[config.mk]
export PLATFORM = sky130hd
export DESIGN_NAME = pic_priority_isr_flat
export DESIGN_NICKNAME = d
export VERILOG_FILES = /design/src/rtl/pic_priority_isr_if.sv /design/src/rtl/pic_priority_isr.sv /design/src/flat_wrapper.sv
export SDC_FILE = /design/constraint.sdc
export NUM_CORES = 1
export LEC_CHECK = 0
export CAP_MARGIN = 20
export CORE_ASPECT_RATIO = 2
export CORE_MARGIN = 3
export CORE_UTILIZATION = 45
export CTS_BUF_LIST = sky130_fd_sc_hd__clkbuf_4 sky130_fd_sc_hd__clkbuf_8 sky130_fd_sc_hd__clkbuf_16
export DETAILED_ROUTE_END_ITERATION = 7
export GPL_TIMING_DRIVEN = 0
export PLACE_DENSITY = 0.7
export SYNTH_ARGS = -nofsm -noshare
export SYNTH_HDL_FRONTEND = slang
export SYNTH_SLANG_ARGS = --single-unit
[constraint.sdc]
create_clock -name CLK -period 4.8 [get_ports CLK]
set_clock_uncertainty 0.05 [all_clocks]
set_input_delay 1.44 -clock CLK [delete_from_list [all_inputs] [get_ports CLK]]
set_output_delay 1.44 -clock CLK [all_outputs]
set_load 0.02 [all_outputs]
[src/rtl/pic_priority_isr_if.sv]
// rtl/pic_priority_isr_if.sv - request/acknowledge/EOI bundle between IRR stage, CPU side and the priority/ISR stage
interface pic_priority_isr_if;
   logic [7:0] IRR;
   logic       INTA;
   logic       EOI_CMD;
   logic       SPECIFIC_EOI;
   logic [2:0] EOI_LEVEL;
   logic       ROTATE_ON_EOI;
   logic       AUTO_EOI;
   logic [4:0] VECTOR_BASE;
   logic       INT;
   logic [7:0] ISR;
   logic [7:0] CLR_IRR;
   logic [7:0] VECTOR;
   logic       VECTOR_VALID;

   modport slave (
      input  IRR, INTA, EOI_CMD, SPECIFIC_EOI, EOI_LEVEL, ROTATE_ON_EOI, AUTO_EOI, VECTOR_BASE,
      output INT, ISR, CLR_IRR, VECTOR, VECTOR_VALID
   );

   modport master (
      output IRR, INTA, EOI_CMD, SPECIFIC_EOI, EOI_LEVEL, ROTATE_ON_EOI, AUTO_EOI, VECTOR_BASE,
      input  INT, ISR, CLR_IRR, VECTOR, VECTOR_VALID
   );
endinterface

[src/rtl/pic_priority_isr.sv]
// rtl/pic_priority_isr.sv - 8259 priority resolver, in-service register, INTA sequencer, EOI and rotation
module pic_priority_isr (
   input logic CLK,
   input logic RST,
   pic_priority_isr_if.slave bus
);
   typedef enum logic [0:0] {IDLE, ACK2} state_t;

   state_t     state, state_n;
   logic [2:0] lp, lp_n;
   logic [2:0] lvl, lvl_n;
   logic       spur, spur_n;
   logic [7:0] isr, isr_n;
   logic       int_q, int_n;
   logic [7:0] clr_q, clr_n;
   logic [7:0] vec_q, vec_n;
   logic       vv_q, vv_n;

   logic [2:0] win, top;
   logic       win_valid, top_valid;

   // Distance from the highest-priority slot; 0 is served first.
   function automatic logic [2:0] rank(input logic [2:0] lv, input logic [2:0] low);
      return lv - low - 3'd1;
   endfunction

   // Scan from lowest to highest priority so the last hit is the winner.
   always_comb begin
      win       = 3'd0;
      win_valid = 1'b0;
      top       = 3'd0;
      top_valid = 1'b0;
      for (int k = 7; k >= 0; k--) begin
         logic [2:0] idx;
         idx = lp + 3'd1 + 3'(k);
         if (bus.IRR[idx]) begin
            win       = idx;
            win_valid = 1'b1;
         end
         if (isr[idx]) begin
            top       = idx;
            top_valid = 1'b1;
         end
      end
   end

   always_comb begin
      state_n = state;
      lp_n    = lp;
      lvl_n   = lvl;
      spur_n  = spur;
      isr_n   = isr;
      int_n   = 1'b0;
      clr_n   = 8'h00;
      vec_n   = vec_q;
      vv_n    = 1'b0;

      case (state)
         IDLE: begin
            if (bus.INTA) begin
               state_n = ACK2;
               if (win_valid) begin
                  lvl_n  = win;
                  spur_n = 1'b0;
               end else begin
                  lvl_n  = 3'd7;
                  spur_n = 1'b1;
               end
            end
         end
         ACK2: begin
            if (bus.INTA) begin
               state_n = IDLE;
               vv_n    = 1'b1;
               vec_n   = {bus.VECTOR_BASE, lvl};
               if (bus.AUTO_EOI && !spur) begin
                  isr_n[lvl] = 1'b0;
                  if (bus.ROTATE_ON_EOI)
                     lp_n = lvl;
               end
            end
         end
         default: state_n = IDLE;
      endcase

      // Explicit EOI comes after auto-EOI so its rotation level takes precedence.
      if (bus.EOI_CMD) begin
         if (bus.SPECIFIC_EOI) begin
            isr_n[bus.EOI_LEVEL] = 1'b0;
            if (bus.ROTATE_ON_EOI)
               lp_n = bus.EOI_LEVEL;
         end else if (top_valid) begin
            isr_n[top] = 1'b0;
            if (bus.ROTATE_ON_EOI)
               lp_n = top;
         end
      end

      // Setting the acknowledged bit last lets it win over a same-cycle clear.
      if (state == IDLE && bus.INTA && win_valid) begin
         isr_n[win] = 1'b1;
         clr_n[win] = 1'b1;
      end

      int_n = (state == IDLE) && !bus.INTA && win_valid &&
              (!top_valid || (rank(win, lp) < rank(top, lp)));
   end

   always_ff @(posedge CLK) begin
      if (RST) begin
         state <= IDLE;
         lp    <= 3'd7;
         lvl   <= 3'd0;
         spur  <= 1'b0;
         isr   <= 8'h00;
         int_q <= 1'b0;
         clr_q <= 8'h00;
         vec_q <= 8'h00;
         vv_q  <= 1'b0;
      end else begin
         state <= state_n;
         lp    <= lp_n;
         lvl   <= lvl_n;
         spur  <= spur_n;
         isr   <= isr_n;
         int_q <= int_n;
         clr_q <= clr_n;
         vec_q <= vec_n;
         vv_q  <= vv_n;
      end
   end

   assign bus.INT          = int_q;
   assign bus.ISR          = isr;
   assign bus.CLR_IRR      = clr_q;
   assign bus.VECTOR       = vec_q;
   assign bus.VECTOR_VALID = vv_q;
endmodule

[src/flat_wrapper.sv]
// flat-port wrapper written by rule: the top's interface ports become plain ports
module pic_priority_isr_flat 
  (CLK, RST, bus_IRR, bus_INTA, bus_EOI_CMD, bus_SPECIFIC_EOI, bus_EOI_LEVEL, bus_ROTATE_ON_EOI, bus_AUTO_EOI, bus_VECTOR_BASE, bus_INT, bus_ISR, bus_CLR_IRR, bus_VECTOR, bus_VECTOR_VALID);
  pic_priority_isr_if bus_i ();
  input logic CLK;
  input logic RST;
  input wire logic [$bits(bus_i.IRR)-1:0] bus_IRR;
  input wire logic [$bits(bus_i.INTA)-1:0] bus_INTA;
  input wire logic [$bits(bus_i.EOI_CMD)-1:0] bus_EOI_CMD;
  input wire logic [$bits(bus_i.SPECIFIC_EOI)-1:0] bus_SPECIFIC_EOI;
  input wire logic [$bits(bus_i.EOI_LEVEL)-1:0] bus_EOI_LEVEL;
  input wire logic [$bits(bus_i.ROTATE_ON_EOI)-1:0] bus_ROTATE_ON_EOI;
  input wire logic [$bits(bus_i.AUTO_EOI)-1:0] bus_AUTO_EOI;
  input wire logic [$bits(bus_i.VECTOR_BASE)-1:0] bus_VECTOR_BASE;
  output wire logic [$bits(bus_i.INT)-1:0] bus_INT;
  output wire logic [$bits(bus_i.ISR)-1:0] bus_ISR;
  output wire logic [$bits(bus_i.CLR_IRR)-1:0] bus_CLR_IRR;
  output wire logic [$bits(bus_i.VECTOR)-1:0] bus_VECTOR;
  output wire logic [$bits(bus_i.VECTOR_VALID)-1:0] bus_VECTOR_VALID;
  assign bus_i.IRR = bus_IRR;
  assign bus_i.INTA = bus_INTA;
  assign bus_i.EOI_CMD = bus_EOI_CMD;
  assign bus_i.SPECIFIC_EOI = bus_SPECIFIC_EOI;
  assign bus_i.EOI_LEVEL = bus_EOI_LEVEL;
  assign bus_i.ROTATE_ON_EOI = bus_ROTATE_ON_EOI;
  assign bus_i.AUTO_EOI = bus_AUTO_EOI;
  assign bus_i.VECTOR_BASE = bus_VECTOR_BASE;
  assign bus_INT = bus_i.INT;
  assign bus_ISR = bus_i.ISR;
  assign bus_CLR_IRR = bus_i.CLR_IRR;
  assign bus_VECTOR = bus_i.VECTOR;
  assign bus_VECTOR_VALID = bus_i.VECTOR_VALID;
  pic_priority_isr u_core (.CLK(CLK), .RST(RST), .bus(bus_i));
endmodule
==> results of run 1 <==
-- cell usage after synthesis, drive strengths merged (4+ instances only) --
cell | n | area share, %
nor2 | 47 | 4.8
dfxtp | 34 | 18
mux2i | 31 | 8.4
mux4 | 25 | 16
nand2 | 22 | 2.2
nor3 | 19 | 2.7
buf | 18 | 3.7
a21oi | 17 | 2.4
mux2 | 16 | 4.8
o21ai | 11 | 1.5
clkbuf | 10 | 1.0
inv | 10 | 1.1
nand3 | 10 | 1.3
o32ai | 10 | 2.8
ha | 9 | 3.0
nand4b | 8 | 2.0
a211oi | 6 | 1.7
nor3b | 6 | 1.2
nand2b | 5 | 0.84
nand3b | 5 | 1.0
nor2b | 5 | 0.84
o221ai | 4 | 0.94
xnor2 | 4 | 0.94
-- critical path, cell delays in order --
cell and delay (ps):
dlygate4sd2_1 300, mux4_2 590, buf_4 190, mux2i_4 190, o21ai_0 140, a41oi_2 270
o32ai_4 140, ha_1 230, fa_1 370, xnor2_1 150, xnor2_1 160, ha_1 300
nor2b_1 110, o21ai_0 70, and3_1 200
-- area by class of cell --
cell class | instances | area [µm²] | area share, %
plain buffers | 27 | 214 | 4.52
repair buffers | 64 | 574 | 12.1
inverters | 12 | 60.1 | 1.27
clock inverters | 3 | 68.8 | 1.45
flip-flops and latches | 34 | 682 | 14.4
clock buffers | 5 | 125 | 2.64
multi-input cells | 320 | 2890 | 61.1
well taps | 96 | 120 | 2.53
-- sequential cells by signal (all words and copies together) (netlist names) --
name,flops
u_core.lvl,3
u_core.state,1
u_core.lp,3
u_core.bus.CLR_IRR,8
u_core.bus.INT,1
u_core.spur,1
u_core.bus.VECTOR_VALID,1
u_core.bus.ISR,8
u_core.bus.VECTOR,8
-- kinds of logic after synthesis --
family | share of synthesized area (%)
and+or+nand+nor | 21.1
buffers and inverters | 5.94
AOI/OAI and AO/OA | 17.7
muxes | 28.9
DFF | 18.2
xor gates and xnor gates | 3.89
adders and majority gates | 4.09
-- report_power, final --
part	total, mW	switching (mW)	leakage, nW	internal [mW]
clock	0.423	0.125	0.0940	0.298
sequential	0.422	0.0813	0.277	0.341
combinational	3.09	1.74	1.48	1.35
-- worst paths after layout --
| kind | start | end | slack, ps | cells after the start |
|---|---|---|---|---|
| setup / recovery | bus_IRR[1] | u_core.bus.INT$_SDFF_PP0_ | 90 | 15 |
| hold / removal | u_core.bus.VECTOR[2]$_SDFFE_PP0P_ | u_core.bus.VECTOR[2]$_SDFFE_PP0P_ | 450 | 2 |
| setup reg to reg | u_core.lp[0]$_SDFF_PP1_ | u_core.bus.INT$_SDFF_PP0_ | 130 | 20 |
| hold reg to reg | u_core.bus.VECTOR[2]$_SDFFE_PP0P_ | u_core.bus.VECTOR[2]$_SDFFE_PP0P_ | 450 | 2 |
-- layer usage --
layer	GRT usage, %	up-vias	wire length, µm
li1	-	1683	-
met1	23.7	1836	4010
met2	50.8	195	6970
met3	2.31	74	503
met4	23.8	0	1080
met5	0	-	0
-- stage by stage --
step | utilization, % | total power, mW | instance area, µm² | instances | hold WS [ps]
after floorplan | - | 2.44 | 3750 | 394 | 420
after global placement | 53.8 | 3.08 | 4310 | 534 | 426
after detailed placement | 53.8 | 3.15 | 4310 | 534 | 434
after CTS | 58.6 | 3.81 | 4690 | 556 | 453
after global routing | 59.2 | 4.16 | 4740 | 561 | 468
final | 59.2 | 3.93 | 4740 | 561 | 451
-- what timing repair did --
action | in CTS | in global routing
endpoints found under the setup margin | 1 | 1
gates resized for setup | 31 | 14
buffers inserted | 14 | 6
pin swaps | 6 | 6
==> results.sh, run 1 <==
export IMPL_status="finished, final reports clean"
export IMPL_clkSinkCount=34
export IMPL_total_leakage_power_nw=1.85
export IMPL_finalSetupViolCount=0
export IMPL_synth_edf_count=0
export IMPL_final_common_cell="nor2_1"
export IMPL_clk_pin_slew_ps=50
export IMPL_synth_distinct_cells=82
export IMPL_cts_tree="done"
export IMPL_root_buffer="clkbuf_16"
export IMPL_num_rows=46
export IMPL_clk_latency_ps=280
export IMPL_power_density_nw_per_um2=830
export IMPL_fillers=700
export IMPL_core_um2=8000
export IMPL_rsz0062_at_grt="false"
export IMPL_synth_seq_cells=34
export IMPL_worstSetupPathType="in -> reg"
export IMPL_n_antenna_cell=0
export IMPL_fp_dieH_um=135
export IMPL_min_period_over_period_pct=98.2
export IMPL_irDropWorstVdd_v=0.000436
export IMPL_drive_gt1_share_pct=23.9
export IMPL_io_buffers=44
export IMPL_critPathLaunchType="primary input"
export IMPL_synth_cells=394
export IMPL_wl_mm=12.6
export IMPL_hold_path_class="reg -> reg"
export IMPL_overflow=0
export IMPL_grt_pass1_wl_mm=19.7
export IMPL_place_ws_ps=-605
export IMPL_synth_cell_area_um2=3730
export IMPL_async_flop_share_pct=0
export IMPL_min_period_ps=4710
export IMPL_worstMarginPinSlew_ps=968
export IMPL_grt_pass1_vias=3962
export IMPL_fmax_mhz=212
export IMPL_htreeDepth=2
export IMPL_gr_usage_all_layers_pct=26.6
export IMPL_vias_per_cell=6.75
export IMPL_syn_to_final_growth_pct=27.0
export IMPL_dieArea_um2=9480
export IMPL_cts_hold_buffers=0
export IMPL_io_pins=49
export IMPL_drv_cap=0
export IMPL_grt_antenna_before_repair=0
export IMPL_drv_slew=0
export IMPL_synth_ff_type="dfxtp_1"
export IMPL_worst_ep_required_time_ps=4930
export IMPL_path_max_fanout=6
export IMPL_yosysWarnings=0
export IMPL_wl_per_cell_um=22.4
export IMPL_seq_area_frac_synth_pct=18.2
export IMPL_ant_nets=0
export IMPL_start_util_pct=46.6
export IMPL_most_common_layout_cells="nor2_1 (46), clkdlybuf4s50_1 (36), dfxtp_1 (33), mux2i_1 (26), buf_4 (24)"
export IMPL_slew_headroom_pct=35.0
export IMPL_hpwl_mm=9.40
export IMPL_drtIter0Drc=268
export IMPL_die_width_um=70.4
export IMPL_grt_max_degree=13
export IMPL_syn_area_per_cell_um2=9.47
export IMPL_numCtsBuffers=5
export IMPL_cts_buffer_depth=2
export IMPL_nNetsFinal=498
export IMPL_vias=3788
export IMPL_arrival_ps=4840
export IMPL_drc=0
export IMPL_hold_viol_final=0
export IMPL_drt_pre_antenna_iters=8
export IMPL_fin_tns_setup_ps=0
export IMPL_synth_nets=428
export IMPL_worstSetupEndpointType="register"
export IMPL_gp_congestion=0.932
export IMPL_setup_ws_ps=88.6
Note: power is estimated with default switching activity, not from simulation.
==> run 2, diff against run 1 <==
- PLACE_DENSITY: 0.7 -> 0.67
- clock period: 4.8 -> 5.87 ns (I/O delays scaled with it)
==> results.sh, run 2 (synthesis gave the netlist of run 1 again) <==
export IMPL_hold_viol_final=0
export IMPL_most_common_layout_cells="nor2_1 (46), clkdlybuf4s50_1 (44), dfxtp_1 (34), mux2i_1 (30), nand2_1 (22)"
export IMPL_n_antenna_cell=0
export IMPL_fin_area_um2=4500
export IMPL_clk_pin_slew_ps=50
export IMPL_total_leakage_power_nw=1.73
export IMPL_slew_headroom_pct=36.3
export IMPL_rsz0062_at_grt="false"
export IMPL_num_rows=46
export IMPL_vias_per_cell=6.60
export IMPL_clk_latency_ps=290
export IMPL_fillers=723
export IMPL_cts_hold_buffers=0
export IMPL_ant_nets=0
export IMPL_fmax_mhz=182
export IMPL_drv_cap=0
export IMPL_final_core_util_pct=56.3
export IMPL_fp_dieH_um=135
export IMPL_vias=3611
export IMPL_worstSetupPathType="reg -> reg"
export IMPL_overflow=0
export IMPL_path_max_fanout=10
export IMPL_clkSinkCount=34
export IMPL_arrival_ps=5680
export IMPL_hold_path_class="reg -> reg"
export IMPL_gr_usage_all_layers_pct=25.9
export IMPL_dpl_cell_area_um2=4290
export IMPL_grt_antenna_before_repair=0
export IMPL_hpwl_mm=9.58
export IMPL_nNetsFinal=484
export IMPL_reg2reg_slack_ps=370
export IMPL_core_um2=8000
export IMPL_critPathLaunchType="register"
export IMPL_irDropWorstVdd_v=0.000428
export IMPL_min_period_over_period_pct=93.7
export IMPL_status="finished, final reports clean"
export IMPL_min_period_ps=5500
export IMPL_grt_max_degree=13
export IMPL_whs_ps=448
export IMPL_grt_pass1_wl_mm=19.2
export IMPL_die_width_um=70.4
export IMPL_worstSetupEndpointType="register"
export IMPL_dieArea_um2=9480
export IMPL_layout_cells_non_filler=547
export IMPL_switching_share_pct=51.2
export IMPL_root_buffer="clkbuf_16"
export IMPL_worst_ep_required_time_ps=6050
export IMPL_grt_pass1_vias=3763
export IMPL_syn_to_final_growth_pct=20.7
export IMPL_p_switching_mw=1.51
export IMPL_gp_congestion=0.919
export IMPL_io_buffers=44
export IMPL_wl_per_cell_um=22.3
export IMPL_power_frac_seq_pct=11.7
export IMPL_finalSetupViolCount=0
export IMPL_cts_buffer_depth=2
export IMPL_drv_slew=0
export IMPL_worstMarginPinSlew_ps=949
export IMPL_pwr_share_comb_pct=77.9
export IMPL_start_util_pct=46.6
export IMPL_drtIter0Drc=355
export IMPL_power_density_nw_per_um2=654
export IMPL_drive_gt1_share_pct=18.2
export IMPL_fin_tns_setup_ps=0
export IMPL_clock_power_share_pct=10.4
export IMPL_drc=0
export IMPL_dp_cells=534
export IMPL_htreeDepth=2
export IMPL_internal_power_mw=1.44
export IMPL_cts_tree="done"
export IMPL_io_pins=49
export IMPL_wl_mm=12.2
export IMPL_numCtsBuffers=5
export IMPL_final_common_cell="nor2_1"
export IMPL_drt_pre_antenna_iters=7
run 2: final cells by class:
cell class                 instances  area (µm²)  share of cell area [%]
tap                               96         120                    2.67
sequential                        34         681                    15.1
clock buffer                       5         125                    2.78
timing repair buffer              49         478                    10.6
multi-input combinational        320        2830                    62.8
buffer                            28         174                    3.86
inverter                          12        51.3                    1.14
clock inverter                     3        45.0                    1.00
run 2: worst max-delay path, cell delays in order, from the launching register on:
cell and delay [ps]:
dfxtp_1 360, buf_6 160, buf_6 180, buf_4 200, buf_4 210, clkinvlp_4 140, ha_1 300, buf_6 170
buf_4 230, mux2_2 350, mux4_2 510, o31a_1 360, o311ai_4 430, inv_4 120, ha_1 240, fa_1 370
xor2_1 160, xnor2_1 170, ha_1 280, nor2b_1 120, o21ai_0 150, and3_1 180
run 2: through the flow:
step | power [mW] | setup WS [ps]
after floorplan | 1.99 | 884
final | 2.94 | 370
after detailed placement | 2.57 | 39.8
after global placement | 2.53 | 40.4
after CTS | 2.88 | 19.8
after global routing | 3.12 | 121
run 2: final timing paths:
kind | depth (start not counted) | from | end
hold / removal | 2 | u_core.bus.VECTOR[1]$_SDFFE_PP0P_ | u_core.bus.VECTOR[1]$_SDFFE_PP0P_
setup reg to reg | 21 | u_core.lp[0]$_SDFF_PP1_ | u_core.bus.INT$_SDFF_PP0_
setup / recovery | 21 | u_core.lp[0]$_SDFF_PP1_ | u_core.bus.INT$_SDFF_PP0_
hold reg to reg | 2 | u_core.bus.VECTOR[1]$_SDFFE_PP0P_ | u_core.bus.VECTOR[1]$_SDFFE_PP0P_
run 2: per-layer routing:
metal / wire length, µm / share of wire [%] / vias to the layer above / GRT usage [%]
li1: - / - / 1648 / -
met1: 3960 / 32 / 1722 / 23.7
met2: 6880 / 56 / 177 / 49.9
met3: 481 / 3.9 / 64 / 2.31
met4: 899 / 7.4 / 0 / 20.7
met5: 0 / 0 / - / 0
run 2: power by group through the flow:
stage	clock network (mW)	registers, mW	logic [mW]
2_1_floorplan	0	0.365	1.63
3_3_place_gp	0	0.346	2.18
3_5_place_dp	0	0.348	2.22
4_1_cts	0.310	0.343	2.23
5_1_grt	0.316	0.351	2.46
6_report	0.306	0.345	2.29
run 2: what timing repair did:
item / in CTS / in global routing
resized for setup: 0 / 1
endpoints found under the hold margin: 0 / 0
endpoints found under the setup margin: 0 / 1
buffers inserted: 0 / 5
